--- config.mk ---
export PLATFORM = sky130hd
export DESIGN_NAME = digital_pfd
export DESIGN_NICKNAME = d
export VERILOG_FILES = /design/src/rtl/pll_pkg.sv /design/src/rtl/edge_sync.sv /design/src/rtl/digital_pfd.sv
export SDC_FILE = /design/constraint.sdc
export NUM_CORES = 1
export LEC_CHECK = 0
export CAP_MARGIN = 15
export CELL_PAD_IN_SITES_DETAIL_PLACEMENT = 0
export CELL_PAD_IN_SITES_GLOBAL_PLACEMENT = 2
export CORE_MARGIN = 2
export CORE_UTILIZATION = 35
export CTS_CLUSTER_SIZE = 12
export DETAILED_ROUTE_END_ITERATION = 7
export PLACE_DENSITY = 0.88
export SYNTH_ARGS = -nofsm -noshare
export SYNTH_HDL_FRONTEND = slang
export SYNTH_SLANG_ARGS = --single-unit
--- constraint.sdc ---
create_clock -name clk -period 2.7 [get_ports clk]
set_input_delay 0.54 -clock clk [delete_from_list [all_inputs] [get_ports clk]]
set_output_delay 0.54 -clock clk [all_outputs]
set_load 0.01 [all_outputs]
--- src/rtl/pll_pkg.sv ---
// Shared types and default sizing for the PLL phase/frequency detector.
package pll_pkg;

    localparam int unsigned PFD_ERR_W_DEF      = 11;
    localparam int unsigned PFD_LOCK_COUNT_DEF = 16;

    typedef enum logic [1:0] {
        IDLE = 2'd0,
        UP   = 2'd1,
        DN   = 2'd2
    } pfd_state_t;

endpackage

--- src/rtl/edge_sync.sv ---
// Two-flop synchronizer plus registered rising-edge detector; rise_o pulses
// for one clk cycle, on the third clk edge after d_i rises.
module edge_sync (
    input  logic clk,
    input  logic rst,
    input  logic d_i,
    output logic rise_o
);

    logic [1:0] sync_q;
    logic       prev_q;
    logic       rise_q;

    always_ff @(posedge clk or posedge rst) begin
        if (rst) begin
            sync_q <= 2'b00;
            prev_q <= 1'b0;
            rise_q <= 1'b0;
        end else begin
            sync_q <= {sync_q[0], d_i};
            prev_q <= sync_q[1];
            rise_q <= sync_q[1] & ~prev_q;
        end
    end

    assign rise_o = rise_q;

endmodule

--- src/rtl/digital_pfd.sv ---
// Digital phase/frequency detector: measures clk cycles between paired ref/fb edges.
// Optional PFD_SLIP_COUNT_EN adds a saturating cycle-slip counter output.
module digital_pfd
    import pll_pkg::*;
#(
    parameter int unsigned ERR_W      = PFD_ERR_W_DEF,
    parameter int unsigned LOCK_COUNT = PFD_LOCK_COUNT_DEF
) (
    input  logic                    clk,
    input  logic                    rst,
    input  logic                    ref_in,
    input  logic                    fb_in,
    input  logic [7:0]              lock_window,
    output logic                    up,
    output logic                    dn,
    output logic signed [ERR_W-1:0] phase_err,
    output logic                    err_valid,
`ifdef PFD_SLIP_COUNT_EN
    output logic [7:0]              slip_count,
`endif
    output logic                    locked
);

    localparam int unsigned LCNT_W = $clog2(LOCK_COUNT + 1);
    localparam int unsigned MAG_W  = (ERR_W > 8) ? ERR_W : 8;
    localparam logic [ERR_W-1:0]  CNT_MAX  = {1'b0, {(ERR_W-1){1'b1}}};
    localparam logic [LCNT_W-1:0] LOCK_MAX = LCNT_W'(LOCK_COUNT);

    logic ref_rise;
    logic fb_rise;

    edge_sync u_ref_sync (
        .clk    (clk),
        .rst    (rst),
        .d_i    (ref_in),
        .rise_o (ref_rise)
    );

    edge_sync u_fb_sync (
        .clk    (clk),
        .rst    (rst),
        .d_i    (fb_in),
        .rise_o (fb_rise)
    );

    pfd_state_t               state_q, state_d;
    logic [ERR_W-1:0]         cnt_q, cnt_d, cnt_inc;
    logic signed [ERR_W-1:0]  err_q, err_d;
    logic                     valid_q, valid_d;
    logic [LCNT_W-1:0]        lock_cnt_q, lock_cnt_d;
    logic                     locked_q, locked_d;
    logic                     up_q, up_d;
    logic                     dn_q, dn_d;
    logic                     slip;
    logic [ERR_W-1:0]         close_mag;
    logic                     in_win;

    always_ff @(posedge clk or posedge rst) begin
        if (rst) begin
            state_q    <= IDLE;
            cnt_q      <= '0;
            err_q      <= '0;
            valid_q    <= 1'b0;
            lock_cnt_q <= '0;
            locked_q   <= 1'b0;
            up_q       <= 1'b0;
            dn_q       <= 1'b0;
        end else begin
            state_q    <= state_d;
            cnt_q      <= cnt_d;
            err_q      <= err_d;
            valid_q    <= valid_d;
            lock_cnt_q <= lock_cnt_d;
            locked_q   <= locked_d;
            up_q       <= up_d;
            dn_q       <= dn_d;
        end
    end

    // Next state, measurement close-out and lock tracking.
    always_comb begin
        state_d    = state_q;
        cnt_d      = cnt_q;
        err_d      = err_q;
        valid_d    = 1'b0;
        slip       = 1'b0;
        close_mag  = '0;
        lock_cnt_d = lock_cnt_q;
        locked_d   = locked_q;
        cnt_inc    = (cnt_q == CNT_MAX) ? cnt_q : cnt_q + ERR_W'(1);

        case (state_q)
            IDLE: begin
                if (ref_rise && fb_rise) begin
                    valid_d = 1'b1;
                    err_d   = '0;
                end else if (ref_rise) begin
                    state_d = UP;
                    cnt_d   = ERR_W'(1);
                end else if (fb_rise) begin
                    state_d = DN;
                    cnt_d   = ERR_W'(1);
                end
            end
            UP: begin
                if (fb_rise) begin
                    valid_d   = 1'b1;
                    err_d     = $signed(cnt_q);
                    close_mag = cnt_q;
                    // A coincident ref edge opens the next measurement immediately.
                    state_d   = ref_rise ? UP : IDLE;
                    cnt_d     = ref_rise ? ERR_W'(1) : '0;
                end else if (ref_rise) begin
                    slip  = 1'b1;
                    cnt_d = ERR_W'(1);
                end else begin
                    cnt_d = cnt_inc;
                end
            end
            DN: begin
                if (ref_rise) begin
                    valid_d   = 1'b1;
                    err_d     = -$signed(cnt_q);
                    close_mag = cnt_q;
                    state_d   = fb_rise ? DN : IDLE;
                    cnt_d     = fb_rise ? ERR_W'(1) : '0;
                end else if (fb_rise) begin
                    slip  = 1'b1;
                    cnt_d = ERR_W'(1);
                end else begin
                    cnt_d = cnt_inc;
                end
            end
            default: begin
                state_d = IDLE;
                cnt_d   = '0;
            end
        endcase

        in_win = (MAG_W'(close_mag) <= MAG_W'(lock_window));

        if (slip || (valid_d && !in_win)) begin
            lock_cnt_d = '0;
            locked_d   = 1'b0;
        end else begin
            if (valid_d && (lock_cnt_q != LOCK_MAX)) begin
                lock_cnt_d = lock_cnt_q + LCNT_W'(1);
            end
            if (lock_cnt_q == LOCK_MAX) begin
                locked_d = 1'b1;
            end
        end

        up_d = (state_d == UP);
        dn_d = (state_d == DN);
    end

`ifdef PFD_SLIP_COUNT_EN
    logic [7:0] slip_cnt_q;

    always_ff @(posedge clk or posedge rst) begin
        if (rst) begin
            slip_cnt_q <= 8'd0;
        end else if (slip && (slip_cnt_q != 8'hFF)) begin
            slip_cnt_q <= slip_cnt_q + 8'd1;
        end
    end

    assign slip_count = slip_cnt_q;
`endif

    assign up        = up_q;
    assign dn        = dn_q;
    assign phase_err = err_q;
    assign err_valid = valid_q;
    assign locked    = locked_q;

endmodule
======== Yosys cells after proc, flatten, opt, wreduce, memory -nomap -nowiden ========
Cells that the tools add are included.
storage, ports and cells
  register bits ........................... 41
  output and inout port bits .............. 15
  logic and storage cells ................. 82
  input bits .............................. 12
cells by class
  reduce and logical (&&, ||, !) cells .... 11
  add/sub/neg operators ................... 3
  $lt $le $gt $ge ......................... 1
  equality and inequality tests ........... 12
  bitwise gates (word level) .............. 4
  muxes and demuxes ....................... 37
operators with widths
  operator                                                                  number
  11-bit two-way mux                                                        13
  11-bit one-hot mux with 3 select lines                                    2
  11-bit one-hot mux with 2 select lines                                    1
  2-bit two-way mux                                                         6
  11-bit by 1-bit adder with 11-bit output (second input constant)          1
  11-bit by 10-bit equality test with 1-bit output (second input constant)  1
  11-bit by 8-bit <= comparator with 1-bit output                           1
  11-bit negator                                                            1
  1-bit two-way mux                                                         10
  5-bit two-way mux                                                         2
  2-bit one-hot mux with 3 select lines                                     1
  5-bit by 1-bit adder with 5-bit output (second input constant)            1
  5-bit equality test (second input constant)                               1
  5-bit != test (second input constant)                                     1
  2-bit by 1-bit equality test with 1-bit output (second input constant)    2
  2-bit equality test (second input constant)                               2
  2-bit by 1-bit != test with 1-bit output (second input constant)          2
  2-bit != test (second input constant)                                     2
  4-bit AND reduction                                                       1
  2-bit nonzero test                                                        2
  1-bit logical AND                                                         3
  3-bit by 1-bit != test with 1-bit output (second input constant)          1
  1-bit one-hot mux with 3 select lines                                     1
  3-bit nonzero test                                                        1
  7 further kinds                                                           9

======== Logic depth before layout (Yosys ltp) ========
Gate-level depths: netlist of the first run.
  depth after elaboration ................. 7
  mapped depth ............................ 12
  gate-level depth less buffers ........... 11

======== Modules after synthesis ========
Synthesis of the first run repeated with hierarchy kept, for this count alone.
unflattened totals
  cell total of the unflattened synthesis .. 294
  area, all modules ....................... 2,643.8 sq um
by module, submodules not included
  module       area each (sq um)  cells an instance  seq. area each (sq um)  instances
  digital_pfd  2,408.6            282                825.8                   1
  edge_sync    117.6              6                  100.1                   2

======== Worst setup path before layout of the first run ========
Ideal clock, no wire load.
  path kind ............................... register -> register
  from .................................... register state_q[0]
  to ...................................... register lock_cnt_q[0]
  setup time .............................. 86 ps
  path slack .............................. 347 ps
  cell stages (with the launch flop) ...... 12
  buffers on the path ..................... 1
  period minus slack after synthesis ...... 2,353 ps
  data arrival time ....................... 2,266 ps
  path through ............................ dfrtp_1 inv_1 ha_1 buf_2 a22o_2 and3_2 ha_1 nand4_1 o31ai_1 o21ai_0 o2bb2ai_1 nor3_1
between the ends
  word-level cells in the longest chain between the ends .. 7
  elaborated cells on any way between the ends .. 13
  classes of those cells .................. order compare: 1; eq/ne: 2; mux: 4; reduce/logical: 6
RTL lines
  what                                                                                   line                text
  start, declared                                                                        digital_pfd.sv:46   pfd_state_t state_q, state_d;
  start signal, assigned                                                                 digital_pfd.sv:69   state_q <= state_d;
  2-bit equality test or 2-bit by 1-bit equality test with 1-bit output (tied branches)  digital_pfd.sv:92   case (state_q)
  11-bit one-hot mux with 2 select lines                                                 digital_pfd.sv:92
  11-bit by 8-bit <= comparator with 1-bit output                                        digital_pfd.sv:140  in_win = (MAG_W'(close_mag) <= MAG_W'(lock_window));
  1-bit zero test                                                                        digital_pfd.sv:142  if (slip || (valid_d && !in_win)) begin
  1-bit logical AND                                                                      digital_pfd.sv:142
  1-bit logical OR                                                                       digital_pfd.sv:142
  5-bit two-way mux or 2-bit nonzero test (tied branches)                                -
  end signal, assigned                                                                   digital_pfd.sv:73   lock_cnt_q <= lock_cnt_d;
  end, declared                                                                          digital_pfd.sv:50   logic [LCNT_W-1:0] lock_cnt_q, lock_cnt_d;
Parallel ways exist; a longest one is shown, timed or not.
A chain may end at the register's enable or synchronous reset.

======== Final worst setup path of the first run ========
  from .................................... register state_q[0]
  to ...................................... register lock_cnt_q[1]
Same word-level chain as after synthesis.

==> impl_metrics.yaml, run 1 <==
outcome:
  outcome: "completed"
synth:
  synth_top_cell_by_area: "dfrtp_1"
  synth-edff-count: 0
  synth.avg_cell_area_um2: 8.98
  ys_ff_latch: 41
  ys_top_cells_by_count: "dfrtp_1 (41), nor2_1 (29), nand2_1 (23)"
  synthTopCellsByArea: "dfrtp_1 (40%), ha_1 (7.8%), nor2_1 (4.2%), nor3_1 (4.1%), nand2_1 (3.4%)"
  synth_cell_types: 54
  ys_seq_area_share_pct: 39.9
  synthFlopType: "dfrtp_1"
  syn-cell-area_mm2: 0.00257
  netlist.area_leader.share_pct: 39.9
  syn_inst: 286
  yosys_warnings: 0
  synthArstFlopShare_pct: 100
  synth_nets: 314
  yosysMostFrequentCell: "dfrtp_1"
timing:
  clock-skew-final_ns: 0.00846
  fin_ws_ns: 0.200
  tightest_slew_ns: 0.645
  report.final.slew_viol_count: 0
  fmax_ghz: 0.400
  relSlewSlack_pct: 56.8
  hold_viol: 0
  setup_viol_count_final: 0
  period_share_pct: 92.6
  timing.final.crit_period_ns: 2.50
cts:
  insertion_delay_ns: 0.30
  cts.clk_slew.worst_paths_ns: 0.08
  cts.htree.levels: 2
  clock_sinks: 41
  cts.root.buffer_cell: "clkbuf_8"
  postCtsSetupBuffers: 0
  cts_max_path_buffers: 2
  holdBufCountCts: 0
  tritoncts: "yes"
  numCtsBuffers: 5
critical_path:
  required_ns: 2.91
  slowest_delay_ns: 0.39
  cp_max_fo: 9
  path_class: "reg -> reg"
  crit_path_frequent_cell: "ha_1"
  r2r_start: "state_q[0]"
  arrival_ns: 2.71
  worstSetupStartpoint: "state_q[0]"
  slowest_stage: "dfrtp_1"
  worst_setup_path_start_kind: "register"
  crit_chain: "inv_1, ha_1, a22o_2, nand2_1, nor2_1, ha_1, nand3_1, o31ai_2, o21ai_1, o2bb2ai_2, nor3_1"
  endpoint_kind: "register"
detailed_routing:
  drtIter0Drc: 114
  routed_wl_mm: 5.87
  ant_nets: 0
  firstDrtPassIters: 4
  via_per_inst: 5.07
  drcViolationCount: 0
  post_drt_wl_per_cell_um: 14.4
  dr_total_vias: 2070
power_and_ir_drop:
  p_leak_nw: 1.34
  powerDensity_mw_per_mm2: 876
  max-vdd-ir-drop_mv: 0.420
global_routing:
  grt_max_degree: 42
  grt_pass1_wl_mm: 10.1
  overflow: 0
  antenna_found_initial: 0
  grt_usage_pct: 16.2
  grt_pass1_vias: 2115
cells_and_area:
  stdcell_area_mm2: 0.00301
  antenna_cells: 0
  syn2layout_area_growth_pct: 17.3
  layout-drive-gt1-share_pct: 10.4
  final_nets: 336
placed_design:
  dp_hpwl_mm: 4.21
  placed_area_mm2: 0.00288
  place_congestion: 0.820
  pre_cts_slack_ns: 0.104
  io_buffers: 26
floorplan:
  core-area_mm2: 0.00718
  row_count: 31
  io_pins: 27
  die_x_um: 89.7
  die_h_um: 89.7
  design.die.area_mm2: 0.00804
  initial_core_util_pct: 35.8
worst_hold_path:
  hp-start: "u_ref_sync.sync_q[0]"
  hold_path_class: "reg -> reg"
run:
  drv_cap: 0
-- power by group --
group / internal (mW) / switching (mW) / total (mW)
registers: 0.752 / 0.129 / 0.881
logic: 0.518 / 0.724 / 1.24
clock network: 0.302 / 0.217 / 0.518
total: 1.57 / 1.07 / 2.64
-- area by class of cell --
cell class / instances / area [µm²]
fillers: 715 / 4160
multi-input cells: 207 / 1360
flip-flops and latches: 41 / 1030
repair buffers: 33 / 313
well taps: 99 / 124
clock buffers: 7 / 86.3
inverters: 20 / 75.1
clock inverters: 1 / 30.0
-- layer usage --
metal  vias up  part of all wire, %  track usage, %
li1       1041                    -               -
met1       999                   50            22.0
met2        25                   47            26.7
met3         5                  2.8            3.11
met4         0                 0.66            3.66
met5         -                    0               0
-- metrics by stage --
step	instances	TNS [ns]	hold slack, ns	util (%)	power, mW
floorplan	286	0	0.331	-	1.72
global placement	400	0	0.332	40.1	2.10
detailed placement	400	0	0.335	40.1	2.12
CTS	408	0	0.353	41.8	2.65
global route	408	-0.0259	0.361	42.0	2.87
finish	408	0	0.351	42.0	2.64
-- cell usage in the layout, fill, tap and decap left out, types with 8 or more instances in the layout --
| master | n |
|---|---|
| a21oi_1 | 13 |
| clkdlybuf4s50_1 | 26 |
| dfrtp_1 | 41 |
| ha_1 | 15 |
| inv_1 | 20 |
| nand2_1 | 23 |
| nand3_1 | 8 |
| nor2_1 | 29 |
| nor2b_1 | 8 |
| nor3_1 | 21 |
| o21ai_0 | 9 |
| xor2_1 | 9 |
-- sequential cells by signal, indices dropped and copies added (netlist names) --
| register | cells |
|---|---|
| dn | 1 |
| u_ref_sync.sync_q | 2 |
| lock_cnt_q | 5 |
| u_ref_sync.rise_o | 1 |
| u_fb_sync.rise_o | 1 |
| locked | 1 |
| u_fb_sync.prev_q | 1 |
| err_valid | 1 |
| u_fb_sync.sync_q | 2 |
| phase_err | 11 |
| state_q | 2 |
| cnt_q | 11 |
| up | 1 |
| u_ref_sync.prev_q | 1 |
-- critical path: cells and delay by family, from the launching register on --
family | cells | cell delay, ns
AOI/OAI and AO/OA | 4 | 0.85
buffers and inverters | 1 | 0.10
DFF | 1 | 0.39
and+or+nand+nor | 4 | 0.54
adders and majority gates | 2 | 0.52
-- cells by family (layout without fill, tap and decap cells) --
logic type / count (synthesis) / count (layout) / synth area share (%)
flip-flops: 41 / 41 / 39.9
adder cells (fa/ha/maj): 16 / 16 / 7.79
AND/OR/NAND/NOR: 122 / 122 / 25.4
multiplexers: 1 / 1 / 0.390
buffers and inverters: 38 / 61 / 7.79
AO/OA/AOI/OAI: 54 / 54 / 13.9
XOR/XNOR: 14 / 14 / 4.77
-- path summary, 6_finish.rpt --
path / end / slack [ns] / depth (start not counted)
setup / recovery: lock_cnt_q[1] / 0.20 / 11
hold / removal: u_ref_sync.sync_q[1] / 0.35 / 0
setup reg to reg: lock_cnt_q[1] / 0.20 / 11
hold reg to reg: u_ref_sync.sync_q[1] / 0.35 / 0
max in group asynchronous: lock_cnt_q[4] / 1.66 / 3
min in group asynchronous: cnt_q[9] / 0.68 / 3
-- timing repair --
item / CTS / global route
endpoints found under the hold margin: 0 / 0
resized for setup: 0 / 5
endpoints found under the setup margin: 0 / 6
No activity file was read; power rests on OpenSTA's default activity.
==> run 2: changes to the inputs <==
--- a/config.mk
+++ b/config.mk
@@ -9,10 +9,11 @@
 export CELL_PAD_IN_SITES_DETAIL_PLACEMENT = 0
 export CELL_PAD_IN_SITES_GLOBAL_PLACEMENT = 2
 export CORE_MARGIN = 2
-export CORE_UTILIZATION = 35
+export CORE_UTILIZATION = 30
 export CTS_CLUSTER_SIZE = 12
 export DETAILED_ROUTE_END_ITERATION = 7
-export PLACE_DENSITY = 0.88
+export PLACE_DENSITY = 0.79
+export SKIP_LAST_GASP = 1
 export SYNTH_ARGS = -nofsm -noshare
 export SYNTH_HDL_FRONTEND = slang
 export SYNTH_SLANG_ARGS = --single-unit
==> impl_metrics.yaml, run 2 (synthesized netlist as in run 1, its figures left out) <==
cells_and_area:
  final_cell_mix: "dfrtp_1 (40), nor2_1 (29), clkdlybuf4s50_1 (26)"
  final_nets: 337
  antenna_cells: 0
  fill_cells: 892
  syn2layout_area_growth_pct: 18.1
  layout-drive-gt1-share_pct: 11.9
  final_common_cell: "dfrtp_1"
cts:
  holdBufCountCts: 0
  clock_sinks: 41
  cts.htree.levels: 2
  insertion_delay_ns: 0.30
  numCtsBuffers: 5
  cts.clk_slew.worst_paths_ns: 0.08
  tritoncts: "yes"
  cts.root.buffer_cell: "clkbuf_8"
  cts_max_path_buffers: 2
worst_hold_path:
  hold_path_class: "reg -> reg"
floorplan:
  die_h_um: 96.5
  row_count: 33
  initial_core_util_pct: 31.1
  io_pins: 27
  design.die.area_mm2: 0.00932
  die_x_um: 96.5
  core-area_mm2: 0.00826
power_and_ir_drop:
  max-vdd-ir-drop_mv: 0.336
  p_leak_nw: 1.35
  powerDensity_mw_per_mm2: 850
critical_path:
  endpoint_kind: "register"
  slowest_stage: "dfrtp_1"
  crit_path_frequent_cell: "ha_1"
  path_class: "reg -> reg"
  slowest_delay_ns: 0.40
  required_ns: 2.91
  worst_setup_path_start_kind: "register"
  arrival_ns: 2.67
  crit_chain: "inv_1, ha_1, a22o_2, and3_1, ha_1, nand4_1, o31ai_4, o21ai_1, o2bb2ai_2, nor3_1"
  cp_max_fo: 9
timing:
  setup_viol_count_final: 0
  tightest_slew_ns: 0.630
  clock-skew-final_ns: 0.00703
  timing.final.crit_period_ns: 2.47
  setup_tns_ns: 0
  fin_ws_ns: 0.235
  period_share_pct: 91.3
  relSlewSlack_pct: 57.9
  hold_viol: 0
  report.final.slew_viol_count: 0
  fmax_ghz: 0.406
  rsz0062_at_grt: "false"
detailed_routing:
  firstDrtPassIters: 4
  post_drt_wl_per_cell_um: 14.4
  drcViolationCount: 0
  ant_nets: 0
  dr_total_vias: 2108
  routed_wl_mm: 5.96
  via_per_inst: 5.08
  drtIter0Drc: 78
placed_design:
  io_buffers: 26
  pre_cts_slack_ns: 0.119
  place_congestion: 0.859
  dp_hpwl_mm: 4.36
run:
  drv_cap: 0
outcome:
  outcome: "completed"
global_routing:
  grt_usage_pct: 14.0
  grt_max_degree: 42
  grt_pass1_vias: 2025
  overflow: 0
  antenna_found_initial: 0
  grt_pass1_wl_mm: 10.1
-- run 2: path summary, 6_finish.rpt --
kind | startpoint | end | slack, ns | depth (start not counted)
setup reg to reg | state_q[0] | locked | 0.23 | 10
setup / recovery | state_q[0] | locked | 0.23 | 10
min in group asynchronous | rst | u_fb_sync.sync_q[0] | 0.69 | 3
max in group asynchronous | rst | state_q[1] | 1.61 | 3
hold / removal | u_ref_sync.sync_q[0] | u_ref_sync.sync_q[1] | 0.35 | 0
hold reg to reg | u_ref_sync.sync_q[0] | u_ref_sync.sync_q[1] | 0.35 | 0
-- run 2: worst max-delay path, delay by kind of cell (launching register included) --
kind	cells	cell delay (ns)
AND/OR/NAND/NOR	3	0.57
AO/OA/AOI/OAI	4	0.80
flip-flops	1	0.40
buffers and inverters	1	0.09
adder cells (fa/ha/maj)	2	0.52
-- run 2: metal layers --
layer / track usage, % / part of all wire (%) / up-vias / wire length, µm
met4: 3.87 / 1.3 / 0 / 78
met2: 22.0 / 47 / 40 / 2770
li1: - / - / 1047 / -
met3: 2.72 / 3.2 / 10 / 192
met5: 0 / 0 / - / 0
met1: 19.6 / 49 / 1011 / 2920
-- run 2: cell type report --
cell class	instances	area, µm²	share of cell area (%)
Clock buffer	7	96.3	3.18
Tap cell	105	131	4.33
Timing Repair Buffer	34	320	10.6
Multi-Input combinational cell	207	1380	45.4
Inverter	20	75.1	2.47
Clock inverter	1	5.00	0.165
Sequential cell	41	1030	33.9
-- run 2: repair_timing --
item / 4_1_cts / 5_1_grt
buffers inserted: 0 / 1
gates resized for setup: 0 / 9
setup endpoints to repair: 0 / 6
endpoints found under the hold margin: 0 / 0
-- run 2: stage by stage --
step                      cell area (µm²)  utilization (%)  total power [mW]  hold WS, ns  cells
after global routing                 3030             36.7              2.83        0.363    415
after floorplan                      2570                -              1.72        0.331    286
final                                3030             36.7              2.58        0.352    415
after detailed placement             2890             35.0              2.13        0.336    406
after global placement               2890             35.0              2.12        0.333    406
after CTS                            2990             36.2              2.60        0.355    414
-- run 2: power by group --
group / internal [mW] / total (mW) / switching, mW
logic: 0.527 / 1.25 / 0.721
clock network: 0.231 / 0.446 / 0.215
registers: 0.753 / 0.885 / 0.132
==> run 3: changes to the inputs <==
--- a/config.mk
+++ b/config.mk
@@ -9,10 +9,10 @@
 export CELL_PAD_IN_SITES_DETAIL_PLACEMENT = 0
 export CELL_PAD_IN_SITES_GLOBAL_PLACEMENT = 2
 export CORE_MARGIN = 2
-export CORE_UTILIZATION = 30
+export CORE_UTILIZATION = 35
 export CTS_CLUSTER_SIZE = 12
 export DETAILED_ROUTE_END_ITERATION = 7
-export PLACE_DENSITY = 0.79
+export PLACE_DENSITY = 0.88
 export SKIP_LAST_GASP = 1
 export SYNTH_ARGS = -nofsm -noshare
 export SYNTH_HDL_FRONTEND = slang
==> results of run 3 <==
Same layout as run 1: the final DEF is identical, and so are final timing and power.
